`src/rtl/gray_reader_if.sv`:
```
`default_nettype none
// +-------------------------------------------------------------------+
// | gray_reader_if : Gray count bus in, capture/readout handshake out |
// | Rev 1.0                                                           |
// +-------------------------------------------------------------------+
interface gray_reader_if #(
  parameter int WIDTH = 8
);
  logic [WIDTH-1:0] gray_in;
  logic             capture;
  logic             out_ready;
  logic             out_valid;
  logic [WIDTH-1:0] out_data;
  logic [WIDTH-1:0] count_out;
  logic             step_error;
  logic             overrun;

  modport master (
    output gray_in, capture, out_ready,
    input  out_valid, out_data, count_out, step_error, overrun
  );

  modport slave (
    input  gray_in, capture, out_ready,
    output out_valid, out_data, count_out, step_error, overrun
  );
endinterface
`default_nettype wire

```
`src/rtl/gray_reader.sv`:
```
`default_nettype none
// +-------------------------------------------------------------------+
// | gray_reader : registers/decodes a Gray count, checks its steps,   |
// | and snapshots captured values into a 2-entry readout buffer.      |
// | Rev 1.0                                                           |
// +-------------------------------------------------------------------+
module gray_reader #(
  parameter int WIDTH = 8
) (
  input  wire logic     clk,
  input  wire logic     reset,
  gray_reader_if.slave  bus
);

  typedef enum logic [1:0] {
    EMPTY = 2'd0,
    ONE   = 2'd1,
    FULL  = 2'd2
  } buf_state_t;

  function automatic logic [WIDTH-1:0] gray2bin(input logic [WIDTH-1:0] g);
    logic [WIDTH-1:0] b;
    b[WIDTH-1] = g[WIDTH-1];
    for (int i = WIDTH - 2; i >= 0; i--) begin
      b[i] = b[i+1] ^ g[i];
    end
    return b;
  endfunction

  buf_state_t       r_state;
  logic [WIDTH-1:0] r_count;
  logic             r_cap_q;
  logic             r_primed;
  logic             r_step_err;
  logic             r_overrun;
  logic [WIDTH-1:0] r_mem0;
  logic [WIDTH-1:0] r_mem1;

  logic [WIDTH-1:0] w_next;
  logic [WIDTH-1:0] w_inc;
  logic             w_push;
  logic             w_pop;

  // r_count holds decode(gray_q), so it is both the step reference and the push value
  assign w_next = gray2bin(bus.gray_in);
  assign w_inc  = r_count + {{(WIDTH-1){1'b0}}, 1'b1};
  assign w_push = r_cap_q;
  assign w_pop  = (r_state != EMPTY) && bus.out_ready;

  always_ff @(posedge clk) begin
    if (!reset) begin
      r_state    <= EMPTY;
      r_count    <= '0;
      r_cap_q    <= 1'b0;
      r_primed   <= 1'b0;
      r_step_err <= 1'b0;
      r_overrun  <= 1'b0;
      r_mem0     <= '0;
      r_mem1     <= '0;
    end else begin
      r_primed <= 1'b1;
      r_count  <= w_next;
      r_cap_q  <= bus.capture;
      if (r_primed && (w_next != r_count) && (w_next != w_inc)) begin
        r_step_err <= 1'b1;
      end
      case (r_state)
        EMPTY: begin
          if (w_push) begin
            r_mem0  <= r_count;
            r_state <= ONE;
          end
        end
        ONE: begin
          case ({w_push, w_pop})
            2'b11: r_mem0 <= r_count;
            2'b10: begin
              r_mem1  <= r_count;
              r_state <= FULL;
            end
            2'b01: r_state <= EMPTY;
            default: ;
          endcase
        end
        FULL: begin
          // simultaneous pop makes room, so a push while full is not an overrun
          case ({w_push, w_pop})
            2'b11: begin
              r_mem0 <= r_mem1;
              r_mem1 <= r_count;
            end
            2'b10: r_overrun <= 1'b1;
            2'b01: begin
              r_mem0  <= r_mem1;
              r_state <= ONE;
            end
            default: ;
          endcase
        end
        default: r_state <= EMPTY;
      endcase
    end
  end

  assign bus.out_valid  = (r_state != EMPTY);
  assign bus.out_data   = r_mem0;
  assign bus.count_out  = r_count;
  assign bus.step_error = r_step_err;
  assign bus.overrun    = r_overrun;

endmodule
`default_nettype wire
```
`src/flat_wrapper.sv`:
```
// flat-port wrapper written by rule: the top's interface ports become plain ports
module gray_reader_flat 
#(
  parameter int WIDTH = 8
)
  (clk, reset, bus_gray_in, bus_capture, bus_out_ready, bus_out_valid, bus_out_data, bus_count_out, bus_step_error, bus_overrun);
  gray_reader_if #(.WIDTH(WIDTH)) bus_i ();
  input  wire logic clk;
  input  wire logic reset;
  input wire logic [$bits(bus_i.gray_in)-1:0] bus_gray_in;
  input wire logic [$bits(bus_i.capture)-1:0] bus_capture;
  input wire logic [$bits(bus_i.out_ready)-1:0] bus_out_ready;
  output wire logic [$bits(bus_i.out_valid)-1:0] bus_out_valid;
  output wire logic [$bits(bus_i.out_data)-1:0] bus_out_data;
  output wire logic [$bits(bus_i.count_out)-1:0] bus_count_out;
  output wire logic [$bits(bus_i.step_error)-1:0] bus_step_error;
  output wire logic [$bits(bus_i.overrun)-1:0] bus_overrun;
  assign bus_i.gray_in = bus_gray_in;
  assign bus_i.capture = bus_capture;
  assign bus_i.out_ready = bus_out_ready;
  assign bus_out_valid = bus_i.out_valid;
  assign bus_out_data = bus_i.out_data;
  assign bus_count_out = bus_i.count_out;
  assign bus_step_error = bus_i.step_error;
  assign bus_overrun = bus_i.overrun;
  gray_reader #(.WIDTH(WIDTH)) u_core (.clk(clk), .reset(reset), .bus(bus_i));
endmodule
```
`config.mk`:
```
export PLATFORM = sky130hd
export DESIGN_NAME = gray_reader_flat
export DESIGN_NICKNAME = d
export VERILOG_FILES = /design/src/rtl/gray_reader_if.sv /design/src/rtl/gray_reader.sv /design/src/flat_wrapper.sv
export SDC_FILE = /design/constraint.sdc
export NUM_CORES = 1
export LEC_CHECK = 0
export CORE_MARGIN = 2
export CORE_UTILIZATION = 37
export DETAILED_ROUTE_END_ITERATION = 6
export GPL_ROUTABILITY_DRIVEN = 0
export PLACE_DENSITY = 0.68
export SLEW_MARGIN = 20
export SYNTH_ARGS = -nofsm -noshare
export SYNTH_HDL_FRONTEND = slang
export SYNTH_SLANG_ARGS = --single-unit
```
`constraint.sdc`:
```
create_clock -name clk -period 3.8 [get_ports clk]
set_clock_uncertainty 0.2 [all_clocks]
set_input_delay 0.38 -clock clk [delete_from_list [all_inputs] [get_ports clk]]
set_output_delay 0.38 -clock clk [all_outputs]
set_load 0.02 [all_outputs]
```
== Word level (Yosys, flattened, before mapping) ==
Index checks and enable logic that the tools add are counted.
Widths: inputs -> output; s select.

* Flip-flop bits (word level): 30
* Latch bits: 0
* Memory bits (writable): 0
* Memory bits (read-only): 0
* Input bits: 12
* Output and inout bits: 19
* Logic and storage cells: 53
* Memories kept: 0

* Add/subtract/negate cells: 1
* $mul: 0
* Divide/modulo/power cells: 0
* $lt $le $gt $ge: 0
* Eq/ne operators: 14
* Shift-type cells: 0
* Muxes and demuxes: 11
* Bitwise operators: 7
* Reduce and logical (&&, ||, !) cells: 12

{| class="wikitable"
|+ Operators by type and width
! operator !! number
|-
| $mux 8 || 4
|-
| $pmux 8 s3 || 1
|-
| $ne 8x8->1 || 2
|-
| $pmux 8 s2 || 1
|-
| $add 8x1->8 const B || 1
|-
| $ne 2x1->1 const B || 4
|-
| $xor 1x1->1 || 7
|-
| $eq 2x2->1 const B || 3
|-
| $pmux 2 s3 || 1
|-
| $reduce_and 3->1 || 2
|-
| $eq 2x1->1 const B || 2
|-
| $mux 2 || 2
|-
| $ne 2x2->1 const B || 2
|-
| $pmux 2 s2 || 1
|-
| $reduce_and 4->1 || 1
|-
| $reduce_bool 2->1 || 2
|-
| $logic_and 1x1->1 || 3
|-
| $ne 3x1->1 const B || 1
|-
| $reduce_bool 3->1 || 1
|-
| $logic_not 2->1 || 1
|-
| $reduce_and 2->1 || 1
|-
| $reduce_or 2->1 || 1
|-
| $mux 1 || 1
|}

== Longest topological paths before layout ==
* Depth after elaboration: 10
* Gate-level depth with buffers: 9
* Mapped depth without buffers: 8

== Least setup slack after synthesis ==
OpenSTA, ideal clock, no wires.

* Path type: input port to flip-flop
* Start point: in bus_gray_in[7]
* End point: reg u_core.r_step_err, in the netlist u_core.bus.step_error
* Setup time: 0.129 ns
* Arrival: 2.243 ns
* Required time: 3.471 ns
* Setup slack: 1.228 ns
* Cell stages on the path: 6
* Buffers on the path: 1
* Cell sequence: buf_6 > xor3_2 > xor2_1 > mux4_2 > a2111oi_1 > a21oi_1

* Longest elaborated chain between the ends: 10
* Elaborated cells on any way between the ends: 11
* Classes of those cells: eq/ne (2); bitwise (7); reduce/logical (2)

{| class="wikitable"
|+ RTL lines
! element !! line !! source
|-
| start, declared || flat_wrapper.sv:10 || <nowiki>input wire logic [$bits(bus_i.gray_in)-1:0] bus_gray_in;</nowiki>
|-
| $xor 1x1->1 (7 in a row) || gray_reader.sv:25 || <nowiki>b[i] = b[i+1] ^ g[i];</nowiki>
|-
| $ne 8x8->1 || gray_reader.sv:64 || <nowiki>if (r_primed && (w_next != r_count) && (w_next != w_inc)) begin</nowiki>
|-
| $logic_and 1x1->1 || gray_reader.sv:64 ||
|-
| $logic_and 1x1->1 * || gray_reader.sv:64 ||
|-
| end signal, assigned || gray_reader.sv:56 || <nowiki>r_step_err <= 1'b0;</nowiki>
|-
| end signal, assigned || gray_reader.sv:65 || <nowiki>r_step_err <= 1'b1;</nowiki>
|-
| end, declared || gray_reader.sv:34 || <nowiki>logic r_step_err;</nowiki>
|}

Every way passes the cells marked *; elsewhere a longest branch is shown, timed or not.
A chain may end at the register's enable or synchronous reset.

== Worst setup path after layout ==
Same ends and word-level chain as after synthesis.

==> summary.txt <==
Floorplanning
  – IO Pins: 31
  – Starting density of the core: 37.6%
  – Number of rows created at floorplan: 25
  – CORE AREA: 0.00466 mm2
  – Floorplan die height: 72.9 um
  – Die width: 72.9 um
  – Area of the die: 0.00531 mm2

Power
  – Final Total Pwr: 1330 uW
  – Static leakage power: 0.000941 uW
  – Power density normalized to cell area: 609 mW/mm2
  – Max rail drop VDD: 0.182 mV

GRT
  – Gr usage total: 14.7%
  – Total global routing overflow: 0
  – Number of antenna violations at the first check in global routing: 0
  – Maximum number of pins on one net before global-route repair: 31
  – Via count of the first global-routing pass: 1352
  – Global-route wire length before repair: 6040 um

Layout
  – Total area of multi-input combinational cells: 0.00108 mm2
  – Count of filler cells inserted in the layout: 464
  – Inserted Diodes: 0
  – Relative area change from synthesis to final layout: 24.2%
  – Sequential cell area in the final layout: 601 um2
  – # nets final: 231
  – Number of cells in the finished layout apart from fillers: 269
  – Share of cells above drive strength 1: 11.2%

STA
  – Setup repair after global routing missed its margin: no
  – Total negative slack: 0 ns
  – Slew margin rel.: 36.2%
  – Worst Slack Setup Final: 0.846 ns
  – Post-route fraction of the period consumed by the critical path: 77.7%
  – Worst-margin pin slew: 0.954 ns
  – Total setup violations reported at the end of the flow: 0
  – Max-slew violations: 0
  – Peak clock frequency supported by timing: 339 MHz
  – Endpoints failing hold: 0
  – Post-layout min period: 2.95 ns

Synth
  – Post-synthesis share of cell area spent on and, or, nand and nor gates: 22.5%
  – Multiplexer area fraction after synthesis: 11.0%
  – XOR/XNOR Fraction of Synth Area: 11.6%
  – Sequential area share after synthesis: 34.2%
  – Total nets after synthesis: 203
  – Compound-Gate Fraction of Synth Area: 12.9%
  – Gate count of the mapped netlist: 186
  – Main combinational cell family by area after synthesis: simple AND/OR/NAND/NOR gates
  – Synth Cell Area: 0.00175 mm2
  – Synthesis-stage register bit count: 30
  – Mapped Avg Cell Area: 9.43 um2
  – Warnings, synthesis: 0
  – Count of cell types in the netlist: 49
  – Post-synthesis share of cell area spent on full adders, half adders and majority gates: 3.57%

Clock network
  – Number of resized instances in the post-cts repair step: 0
  – TritonCTS clock tree: done
  – Worst-skew pair later-pin latency: 0.28 ns
  – Post CTS Setup Buffer Count: 0
  – Clock buffer count from CTS: 5
  – Hold bufs inserted after CTS: 0
  – TritonCTS sink count: 30
  – Max clock buf depth: 2
  – H-tree depth: 2
  – Master cell of the clock root buffer: sky130_fd_sc_hd__clkbuf_8
  – Clock-pin transition on the worst setup and hold timing paths: 0.07 ns

Worst setup path
  – Arrival time of data at the critical path endpoint: 2.92 ns
  – WP data required: 3.76 ns
  – Classification of the worst setup path: primary input to register
  – Worst Setup End Kind: register
  – Startpoint kind of the worst setup timing path: primary input
  – Maximum fanout encountered on the critical timing path: 8

Route
  – Remaining antenna violation count: 0
  – Vias post-DR: 1360
  – Vias per std cell: 5.06
  – Routed wirelength normalized by instance count: 13.2 um
  – Drt pass-1 iters: 4
  – Overall routed net length: 3540 um
  – Violation count after the first detailed-routing iteration: 52
  – Post-detailed-route DRC marker count: 0

Place
  – Buffers on Ports: 30
  – HPWL reported at the end of detailed placement: 2510 um
  – Number of placed instances, taps included: 261
  – Worst setup timing slack at the placement stage: 0.529 ns

Run status
  – Outcome: completed

Flow run
  – Max cap viols: 0

Worst hold path
  – Hold WC Path Type: register to register
-- through the flow --
step	instance area, um2	hold slack [ns]	util (%)
floorplan	1750	0.208	-
global placement	2080	0.277	44.7
detailed placement	2080	0.289	44.7
CTS	2180	0.306	46.7
global route	2180	0.325	46.7
finish	2180	0.299	46.7
-- layer usage --
metal / vias up / global-route usage, % / part of all wire [%]
met3: 6 / 4.28 / 3.4
met1: 626 / 18.2 / 48
li1: 703 / - / -
met4: 0 / 6.79 / 1.9
met2: 25 / 23.5 / 47
met5: - / 0 / 0
-- cells in the mapped netlist, drive strengths merged --
cell | count | area, um2
dfxtp | 30 | 601
mux2i | 17 | 170
nand2 | 15 | 56.3
nor2 | 13 | 48.8
nor2b | 13 | 81.3
o211a | 9 | 90.1
and2 | 8 | 56.3
xnor2 | 8 | 70.1
xor2 | 8 | 85.1
clkbuf | 7 | 26.3
inv | 7 | 26.3
ha | 5 | 62.6
nand3 | 5 | 25.0
a21oi | 3 | 15.0
buf | 3 | 20.0
nor3b | 3 | 22.5
a2111oi | 2 | 18.8
a211oi | 2 | 15.0
and3b | 2 | 17.5
nor3 | 2 | 15.0
o211ai | 2 | 15.0
o21ai | 2 | 10.0
or2b | 2 | 16.3
a2111o | 1 | 11.3
a22oi | 1 | 7.51
a31oi | 1 | 6.26
a32o | 1 | 10.0
and3 | 1 | 6.26
and4b | 1 | 11.3
mux4 | 1 | 22.5
nand2b | 1 | 6.26
nand3b | 1 | 7.51
nand4 | 1 | 6.26
nor4 | 1 | 6.26
o221a | 1 | 11.3
o221ai | 1 | 8.76
o31ai | 1 | 7.51
or2 | 1 | 6.26
or3 | 1 | 6.26
xnor3 | 1 | 23.8
xor3 | 1 | 25.0
-- worst max-delay path, stage by stage --
cell and delay (ns):
sky130_fd_sc_hd__clkdlybuf4s50_1 0.62, sky130_fd_sc_hd__xor3_2 0.61, sky130_fd_sc_hd__xor2_1 0.34, sky130_fd_sc_hd__mux4_2 0.55, sky130_fd_sc_hd__a2111oi_1 0.31, sky130_fd_sc_hd__a21oi_1 0.11
-- sequential cells by signal, summed over array words and instances, names as in the netlist --
| name | flops |
|---|---|
| u_core.r_primed | 1 |
| u_core.r_mem1 | 8 |
| u_core.bus.count_out | 8 |
| u_core.bus.step_error | 1 |
| u_core.bus.out_data | 8 |
| u_core.bus.overrun | 1 |
| u_core.r_state | 2 |
| u_core.r_cap_q | 1 |
-- logic make-up after synthesis --
logic type	after synthesis
buffers and inverters	17
and+or+nand+nor	71
AOI/OAI and AO/OA	27
adders and majority gates	5
muxes	18
xor gates and xnor gates	18
DFF	30
-- where the power goes --
group          switching, uW  internal [uW]
logic                    306            300
clock network            128            145
registers               63.5            384
-- cell type report --
type,instances,share of cell area [%]
Timing Repair Buffer,31,14.1
Clock buffer,6,3.79
Inverter,7,1.21
Clock inverter,2,0.574
Multi-Input combinational cell,139,49.6
Sequential cell,30,27.6
Tap cell,54,3.10
-- path summary, 6_finish.rpt --
kind / start / to / slack, ns / cells after the start
hold / removal: u_core.bus.out_data[5] / u_core.bus.out_data[5] / 0.30 / 1
setup reg to reg: u_core.bus.count_out[1] / u_core.bus.step_error / 1.28 / 6
setup / recovery: bus_gray_in[7] / u_core.bus.step_error / 0.85 / 6
hold reg to reg: u_core.bus.out_data[5] / u_core.bus.out_data[5] / 0.30 / 1
-- placed cells by master (no fill, tap or decap), types with 7 or more instances in the layout --
master                            Yosys  layout
sky130_fd_sc_hd__nor2b_1             13      13
sky130_fd_sc_hd__xnor2_1              8       8
sky130_fd_sc_hd__inv_1                7       7
sky130_fd_sc_hd__nand2_1             15      15
sky130_fd_sc_hd__mux2i_1             17      17
sky130_fd_sc_hd__clkdlybuf4s50_1      0      30
sky130_fd_sc_hd__o211a_1              9       9
sky130_fd_sc_hd__dfxtp_1             30      30
sky130_fd_sc_hd__nor2_1              13      13
(Power assumes the default switching activity.)
